<file path="src/rtl/serial_inc_arbiter.sv">
// serial_inc_arbiter: round-robin arbiter for two requesters feeding an
// LSB-first serial incrementer built around one shared external half adder.
module serial_inc_arbiter #(
    parameter int WIDTH = 8
) (
    input  logic             clk,
    input  logic             reset,
    input  logic             req0,
    input  logic             req1,
    input  logic [WIDTH-1:0] data0,
    input  logic [WIDTH-1:0] data1,
    output logic             gnt0,
    output logic             gnt1,
    output logic             ha_a,
    output logic             ha_b,
    input  logic             ha_sum,
    input  logic             ha_cout,
    output logic             busy,
    output logic [WIDTH-1:0] result,
    output logic             result_id,
    output logic             overflow,
    output logic             result_valid
);
    // one spare bit so the counter can step past WIDTH-1 without wrapping
    localparam int CW = $clog2(WIDTH + 1);
    typedef enum logic [1:0] {IDLE, RUN, DONE} state_t;
    state_t state_q, state_d;
    logic [WIDTH-1:0] op_q, op_d, acc_q, acc_d, result_q, result_d;
    logic [CW-1:0] cnt_q, cnt_d;
    logic carry_q, carry_d, last_id_q, last_id_d;
    logic gnt0_q, gnt0_d, gnt1_q, gnt1_d;
    logic valid_q, valid_d, id_q, id_d, ovf_q, ovf_d;
    logic pick1, run;
    assign run          = state_q == RUN;
    assign ha_a         = run & op_q[0];
    assign ha_b         = run & carry_q;
    assign busy         = state_q != IDLE;
    assign gnt0         = gnt0_q;
    assign gnt1         = gnt1_q;
    assign result       = result_q;
    assign result_id    = id_q;
    assign overflow     = ovf_q;
    assign result_valid = valid_q;
    always_comb begin
        pick1     = req1 & (~req0 | ~last_id_q);
        state_d   = state_q;
        op_d      = op_q;
        acc_d     = acc_q;
        cnt_d     = cnt_q;
        carry_d   = carry_q;
        last_id_d = last_id_q;
        gnt0_d    = 1'b0;
        gnt1_d    = 1'b0;
        valid_d   = 1'b0;
        result_d  = result_q;
        id_d      = id_q;
        ovf_d     = ovf_q;
        case (state_q)
            IDLE: if (req0 | req1) begin
                state_d   = RUN;
                op_d      = pick1 ? data1 : data0;
                carry_d   = 1'b1;
                cnt_d     = '0;
                last_id_d = pick1;
                gnt0_d    = ~pick1;
                gnt1_d    = pick1;
            end
            RUN: begin
                acc_d   = {ha_sum, acc_q[WIDTH-1:1]};
                op_d    = op_q >> 1;
                carry_d = ha_cout;
                cnt_d   = cnt_q + CW'(1);
                state_d = (cnt_q == CW'(WIDTH - 1)) ? DONE : RUN;
            end
            DONE: begin
                state_d  = IDLE;
                valid_d  = 1'b1;
                result_d = acc_q;
                ovf_d    = carry_q;
                id_d     = last_id_q;
            end
            default: state_d = IDLE;
        endcase
    end
    always_ff @(posedge clk or negedge reset) begin
        if (!reset) begin
            state_q   <= IDLE;
            op_q      <= '0;
            acc_q     <= '0;
            cnt_q     <= '0;
            carry_q   <= 1'b0;
            last_id_q <= 1'b1;
            gnt0_q    <= 1'b0;
            gnt1_q    <= 1'b0;
            valid_q   <= 1'b0;
            result_q  <= '0;
            id_q      <= 1'b0;
            ovf_q     <= 1'b0;
        end else begin
            state_q   <= state_d;
            op_q      <= op_d;
            acc_q     <= acc_d;
            cnt_q     <= cnt_d;
            carry_q   <= carry_d;
            last_id_q <= last_id_d;
            gnt0_q    <= gnt0_d;
            gnt1_q    <= gnt1_d;
            valid_q   <= valid_d;
            result_q  <= result_d;
            id_q      <= id_d;
            ovf_q     <= ovf_d;
        end
    end
endmodule
</file>
<file path="config.mk">
export PLATFORM = sky130hd
export DESIGN_NAME = serial_inc_arbiter
export DESIGN_NICKNAME = d
export VERILOG_FILES = /design/src/rtl/serial_inc_arbiter.sv
export SDC_FILE = /design/constraint.sdc
export NUM_CORES = 1
export LEC_CHECK = 0
export CORE_MARGIN = 5
export CORE_UTILIZATION = 46
export CTS_BUF_LIST = sky130_fd_sc_hd__clkbuf_4
export CTS_CLUSTER_SIZE = 28
export DETAILED_ROUTE_END_ITERATION = 12
export HOLD_SLACK_MARGIN = 0.12
export PLACE_DENSITY = 0.77
export SYNTH_ARGS = -nofsm -noshare
export SYNTH_HDL_FRONTEND = slang
export SYNTH_SLANG_ARGS = --single-unit
</file>
<file path="constraint.sdc">
create_clock -name clk -period 1.2 [get_ports clk]
set_input_delay 0.24 -clock clk [delete_from_list [all_inputs] [get_ports clk]]
set_output_delay 0.24 -clock clk [all_outputs]
set_load 0.01 [all_outputs]
</file>
# == After elaboration in Yosys (flattened, before gate mapping) ==
# Cells that the tools add are included.
# op_classes
n_addsub,1
eq_ne,4
n_mux,15
bitwise,8
reduce_logical,5
# op_table
cell,n
8-bit 2-to-1 mux,2
8-bit one-hot mux with 2 select lines,1
4-bit one-hot mux with 2 select lines,1
1-bit 2-to-1 mux,6
"4-bit by 1-bit adder with 4-bit output, second input constant",1
"4-bit by 3-bit equality test with 1-bit output, second input constant",1
2-bit 2-to-1 mux,2
4-bit 2-to-1 mux,1
2-bit one-hot mux with 2 select lines,1
2-bit AND reduction,2
2-bit nonzero test,2
1-bit bitwise AND,3
1-bit NOT,3
"2-bit by 1-bit equality test with 1-bit output, second input constant",1
"2-bit equality test, second input constant",1
2-bit logical NOT,1
"2-bit != test, second input constant",1
1-bit bitwise OR,2
1-bit one-hot mux with 2 select lines,1
# word_totals
regBits,37
in_bits,22
out_inout_bits,16
elab_cells,45

# == Logic depth before layout (Yosys ltp) ==
# Gate-level depths: netlist of run 1.
# depth
ltp_word,6
ltp_mapped,4
ltp_nobuf,4

# == Least setup slack after synthesis of run 1 ==
# Ideal clock, no wire load.
# synth_path
path_kind,register -> output
from,register state_q[1]
to,output port ha_b
arrival_time_ns,1.062
required_ns,0.960
path_slack_ns,-0.102
stages_incl_launch_ff,4
n_path_buf,1
path_cell_list,dfrtp_1 > nor2b_1 > clkbuf_1 > and2_1
# synth_between
elab_chain_cells,2
# synth_lines
item,line_no,source
start: declaration,27,"state_t state_q, state_d;"
start signal: assignment,100,state_q <= state_d;
2-bit by 1-bit equality test with 1-bit output,34,assign run = state_q == RUN;
1-bit bitwise AND,36,assign ha_b = run & carry_q;
end: declaration,15,"output logic ha_b,"
# No other way between the ends.

# == Final worst setup path of run 1 ==
# layout_path
from,register state_q[0]
to,output port ha_a
# layout_between
elab_chain_cells,2
# layout_lines
item,line_no,source
2-bit by 1-bit equality test with 1-bit output,34,
1-bit bitwise AND,35,assign ha_a = run & op_q[0];
end: declaration,14,"output logic ha_a,"
# No other way between the ends.

==> run summary, run 1 <==
outcome: complete, but fails checks
violated checks: negative setup slack
CTS tree: yes
max_slew headroom: 71.56%
Slew @ Worst Pin: 0.4266 ns
CP max stage cell: dfrtp_1
Storage cell area: 928.4 µm²
Post-Synthesis Cells: 152
WL/cell: 21.59 µm
clk_lat worst skew: 0.37 ns
Starting Density: 48.36%
# diodes: 0
Mapped Nets: 175
Crit path largest cell delay: 0.41 ns
post-DP HPWL: 2767 µm
Fillers: 183
vias in the first global route: 1584
num rows: 21
vias: 1508
setup slack after layout: -0.2667 ns
largest net degree at the start of global routing: 26
number of synthesized register bits: 37
P_leak: 1.302 nW
Setup Skew: 0.01994 ns
Remaining Overflow, GRT: 0
Slew Viols, Final: 0
HP Class: input pin to asynchronous set/reset pin
post-synthesis instance area: 1639 µm²
Max Cap Violations: 0
crit start category: register
clk sink count: 37
H-tree Lvls: 2
first-pass GRT wire length: 7693 µm
Total Routed Length: 5744 µm
vias per cell: 5.669
core area: 3390 µm²
pwr/cell area: 2558 nW/µm²
io pins: 38
Port Buf Inserts: 37
Worst VDD drop: 1666 µV
worst-path cell chain: nor2b_4, and2_1, buf_2
CTS clk-pin slew, worst paths: 0.13 ns
Final Hold Viols: 0
DRT antenna net count: 0
Final min period: 1.467 ns
die area: 4857 µm²
Required @ worst endpoint: 0.96 ns
first-iteration detailed-routing DRC count: 98
Top FF cell, synth: dfrtp_1
gp weighted congestion: 0.8509
Mean Syn Cell Area: 10.78 µm²
non-filler instance count after layout: 266
layout cell share with drive strength beyond 1: 50.91%
1st-pass router iterations: 4
final setup fails: 33
die height: 69.69 µm
fmax: 0.6818 GHz
Post-synth EDFFs: 0
Ys Warns: 0
clock buffer count from CTS: 5
Crit Path Class: register to output port
Unique masters post-synth: 28
Critical Path Sink Type: output port
final net count: 243
antenna violations before repair: 0
Seq/Total Area, Yosys: 56.56%
clock root cell: clkbuf_4
Max Fanout on Critical Path: 3
RSZ-0062 raised after global routing: yes
Area Overhead vs Synth: 69.77%
clock tree buffer depth: 2
area of the multi-input gates: 1081 µm²
Tot GR Track Use: 20.24%
DRC errors left: 0
DIE WIDTH: 69.69 µm
Async SR Flop Fraction: 100.0%
crit path DAT: 1.23 ns
placed insts: 245
Fin Setup TNS: -4.842 ns
Final Cycle Share: 122.2%
==> synth_stat cells (all sizes together) (2+ instances only) <==
| cell | instances | area, µm² |
|---|---|---|
| a22o | 2 | 17.52 |
| dfrtp | 36 | 900.9 |
| nor2 | 5 | 18.77 |
| nor3b | 2 | 15.01 |
| o31ai | 9 | 67.56 |
| and2 | 9 | 56.30 |
| nand2b | 2 | 12.51 |
| inv | 3 | 11.26 |
| nand2 | 27 | 101.4 |
| clkbuf | 4 | 15.01 |
| nor2b | 9 | 56.30 |
| buf | 5 | 31.28 |
| mux2 | 10 | 112.6 |
| a221oi | 7 | 61.31 |
| o21ai | 10 | 50.05 |
==> logic make-up after synthesis <==
| group | share of synthesized area, % |
|---|---|
| AND/OR/NAND/NOR | 17.25 |
| multiplexers | 7.481 |
| flip-flops | 56.56 |
| AO/OA/AOI/OAI | 14.43 |
| adder cells (fa/ha/maj) | 0.7632 |
| buffers and inverters | 3.511 |
==> sequential cells by signal, indices dropped and copies added, names as in the netlist <==
| signal | flops |
|---|---|
| overflow | 1 |
| result_id | 1 |
| acc_q | 8 |
| result | 8 |
| last_id_q | 1 |
| state_q | 2 |
| op_q | 8 |
| cnt_q | 4 |
| result_valid | 1 |
| gnt1 | 1 |
| carry_q | 1 |
| gnt0 | 1 |
==> per-layer routing <==
layer	up-vias	track usage, %	part of all wire [%]
li1	673	-	-
met1	768	22.93	38
met2	55	34.96	54
met3	12	5.797	4.9
met4	0	9.574	2.6
met5	-	0	0
==> final timing paths <==
kind | startpoint | endpoint | slack (ns) | cells after the start
max reg2reg | state_q[0] | op_q[4] | -0.25 | 6
min reg2reg | acc_q[0] | acc_q[0] | 0.51 | 2
max | state_q[0] | ha_a | -0.27 | 3
min | reset | op_q[5] | 0.30 | 2
min in group clk | ha_sum | acc_q[7] | 0.44 | 3
max in group asynchronous | reset | cnt_q[0] | 0.42 | 3
==> repair_timing <==
action,4_1_cts,5_1_grt
gates resized for setup,106,71
hold buffers,1,0
hold endpoints to repair,37,0
endpoints found under the setup margin,41,39
pin swaps,15,16
cloned,3,1
setup buffers,8,3
==> area by class of cell <==
| cell class | count | area share, % |
|---|---|---|
| Timing Repair Buffer | 69 | 23.56 |
| Clock inverter | 1 | 0.1349 |
| Clock buffer | 6 | 1.619 |
| Multi-Input combinational cell | 104 | 38.85 |
| Tap cell | 46 | 2.068 |
| Inverter | 3 | 0.4047 |
| Sequential cell | 37 | 33.36 |
==> layout by cell type, fill, tap and decap left out, drive strengths merged, types with 3 or more instances in the layout <==
master         Yosys  routed
and2               9       9
clkbuf             4       8
inv                3       3
nand2             27      27
o31ai              9       9
clkdlybuf4s50      0      18
dfrtp             36      36
a221oi             7       7
nor2               5       5
mux2              10      10
nor2b              9       9
o21ai             10      10
buf                5      46
==> report_power, final <==
part           switching [mW]  total [mW]  internal [mW]
Clock                   0.429       0.664          0.236
Sequential              0.441        2.22           1.78
Combinational            1.99        4.23           2.25
==> worst max-delay path, delay by kind of cell, from the launching register on <==
family        cells  cell delay (ns)
flops             1             0.41
simple gates      2             0.35
buf+inv           1             0.13
==> through the flow <==
step	hold slack, ns	setup WS, ns	total power [mW]	area (µm²)	util (%)
CTS	0.3140	-0.2657	5.691	2457	72.50
finish	0.2983	-0.2667	7.118	2783	82.10
floorplan	-0.05559	-0.004770	3.383	1642	-
detailed placement	0.1569	-0.4703	4.543	2183	64.41
global placement	0.1519	-0.4273	4.401	2183	64.41
global route	0.3176	-0.3238	7.459	2783	82.10
No activity file was read; power rests on OpenSTA's default activity.
==> run 2: changes to the inputs <==
--- a/config.mk
+++ b/config.mk
@@ -7,2 +7,3 @@
 export LEC_CHECK = 0
+export CAP_MARGIN = 15
 export CORE_MARGIN = 5
@@ -12,2 +13,3 @@
 export DETAILED_ROUTE_END_ITERATION = 12
+export GPL_TIMING_DRIVEN = 0
 export HOLD_SLACK_MARGIN = 0.12
--- a/constraint.sdc
+++ b/constraint.sdc
@@ -3,2 +3,2 @@
 set_output_delay 0.24 -clock clk [all_outputs]
-set_load 0.01 [all_outputs]
+set_load 0.02 [all_outputs]
==> run 2 against run 1 <==
  * The flow still finishes with violations (negative setup slack)
  * Fmax shrank 7.4%
  * Sequential share of layout area grew 1.0 points
  * Cell area shrank 3.0%
==> run summary, run 2 (synthesis gave the netlist of run 1 again) <==
Final min period: 1.583 ns (+0.1164 ns)
crit path DAT: 1.34 ns (+0.11 ns)
first-pass GRT wire length: 7210 µm (-6.3%)
Remaining Overflow, GRT: 0 (unchanged)
commonest non-fill, non-tap cell in the layout: dfrtp_1
antenna violations before repair: 0 (unchanged)
violated checks: negative setup slack
Final Hold Viols: 0 (unchanged)
clock root cell: clkbuf_4
setup slack after layout: -0.3830 ns (-0.1164 ns)
Port Buf Inserts: 37 (unchanged)
DRC errors left: 0 (unchanged)
Fillers: 178 (-2.7%)
RSZ-0062 raised after global routing: yes
vias in the first global route: 1516 (-4.3%)
gp weighted congestion: 0.7932 (-6.8%)
HP Class: input pin to register
die height: 69.69 µm (unchanged)
DIE WIDTH: 69.69 µm (unchanged)
Area Overhead vs Synth: 64.73%
Max Fanout on Critical Path: 4 (+1)
max_slew headroom: 67.07% (-4.5 points)
io pins: 38 (unchanged)
Crit Path Class: register to output port
clock tree buffer depth: 2 (unchanged)
P_leak: 1.274 nW (-2.1%)
CTS clk-pin slew, worst paths: 0.11 ns (-0.02 ns)
num rows: 21 (unchanged)
Worst VDD drop: 1593 µV (-4.4%)
clk_lat worst skew: 0.35 ns (-0.02 ns)
Total Routed Length: 5149 µm (-10%)
Tot Pwr: 7.024 mW (-1.3%)
fmax: 0.6317 GHz (-7.4%)
DRT antenna net count: 0 (unchanged)
Critical Path Sink Type: output port
CTS tree: yes
most used cell, CP: buf_6
final net count: 243 (unchanged)
core area: 3390 µm² (unchanged)
H-tree Lvls: 2 (unchanged)
pwr/cell area: 2601 nW/µm² (+1.7%)
Tot GR Track Use: 19.11% (-1.1 points)
first-iteration detailed-routing DRC count: 95 (-3.1%)
commonest non-fill, non-tap cells in the layout: 35 x dfrtp_1, 23 x nand2_1, 18 x clkdlybuf4s50_1, 15 x buf_6, 12 x buf_4
Final Cycle Share: 131.9% (+9.7 points)
final setup fails: 36 (+9.1%)
Starting Density: 48.36% (unchanged)
1st-pass router iterations: 4 (unchanged)
die area: 4857 µm² (unchanged)
largest net degree at the start of global routing: 38 (+46%)
vias per cell: 5.562 (-1.9%)
post-DP HPWL: 2531 µm (-8.5%)
layout cell share with drive strength beyond 1: 47.06% (-3.9 points)
outcome: complete, but fails checks
worst-path cell chain: nor2b_4, buf_6, and2_4, buf_6
clk sink count: 37 (unchanged)
vias: 1485 (-1.5%)
Fin Setup TNS: -6.636 ns (-1.794 ns)
# diodes: 0 (unchanged)
WL/cell: 19.28 µm (-11%)
Slew @ Worst Pin: 0.4939 ns (+0.06727 ns)
Required @ worst endpoint: 0.96 ns (about the same)
clock buffer count from CTS: 5 (unchanged)
Max Cap Violations: 0 (unchanged)
CP max stage cell: dfrtp_2
Setup Skew: 0.008523 ns (-0.01142 ns)
crit start category: register
hold slack final: 0.3963 ns (+0.09798 ns)
Slew Viols, Final: 0 (unchanged)
Crit path largest cell delay: 0.46 ns (+0.05 ns)
## run 2: cell count changes in the layout (fill, tap and decap cells not counted), sizes merged
cell,change
a21bo,-1
buf,-1
clkinvlp,+1
clkbuf,+2
## run 2: power by group
group          internal [mW]  leakage [nW]  switching [mW]
Combinational           2.19         0.774            1.99
Clock                  0.245        0.0293           0.416
Sequential              1.78         0.470           0.408
## run 2: critical path: cells and delay by family, from the launching register on
kind,cells,cell delay [ns]
DFF,1,0.46
and+or+nand+nor,2,0.31
buffers and inverters,2,0.23
## run 2: area by class of cell
| type | instances | area (µm²) | area share, % |
|---|---|---|---|
| multi-input cells | 103 | 954.7 | 35.36 |
| flip-flops and latches | 37 | 928.4 | 34.38 |
| repair buffers | 61 | 574.3 | 21.27 |
| plain buffers | 9 | 117.6 | 4.356 |
| well taps | 46 | 57.56 | 2.132 |
| clock buffers | 6 | 45.04 | 1.668 |
| clock inverters | 2 | 11.26 | 0.4171 |
| inverters | 3 | 11.26 | 0.4171 |
## run 2: final timing paths
check                        endpoint  cells past startpoint  slack, ns  startpoint
max                              ha_a                      4      -0.38  state_q[1]
min                              gnt0                      3       0.40        req0
max reg2reg                  cnt_q[3]                      6      -0.26  state_q[1]
min reg2reg                state_q[1]                      1       0.49    cnt_q[3]
max in group asynchronous  state_q[1]                      2       0.43       reset
min in group asynchronous    acc_q[0]                      2       0.41       reset
## run 2: stage by stage
step	worst slack (ns)	util (%)	std cells	instance area [µm²]
final	-0.3830	79.66	267	2700
after CTS	-0.3638	72.50	259	2457
after floorplan	-0.02715	-	152	1647
after global placement	-0.8912	61.20	235	2074
after global routing	-0.4306	79.66	267	2700
after detailed placement	-0.7519	61.06	235	2069
## run 2: per-layer routing
metal	global-route usage (%)	vias to the layer above	share of wire (%)
met5	0	-	0
met1	21.62	744	41
met3	4.783	17	4.3
li1	-	671	-
met2	33.47	53	52
met4	9.149	0	3.0
## run 2: repair_timing
action	4_1_cts	5_1_grt
pin swaps	9	5
buffers inserted	12	7
setup endpoints to repair	40	46
gates cloned	3	2
hold buffers	1	0
endpoints found under the hold margin	36	0
resized for setup	143	35
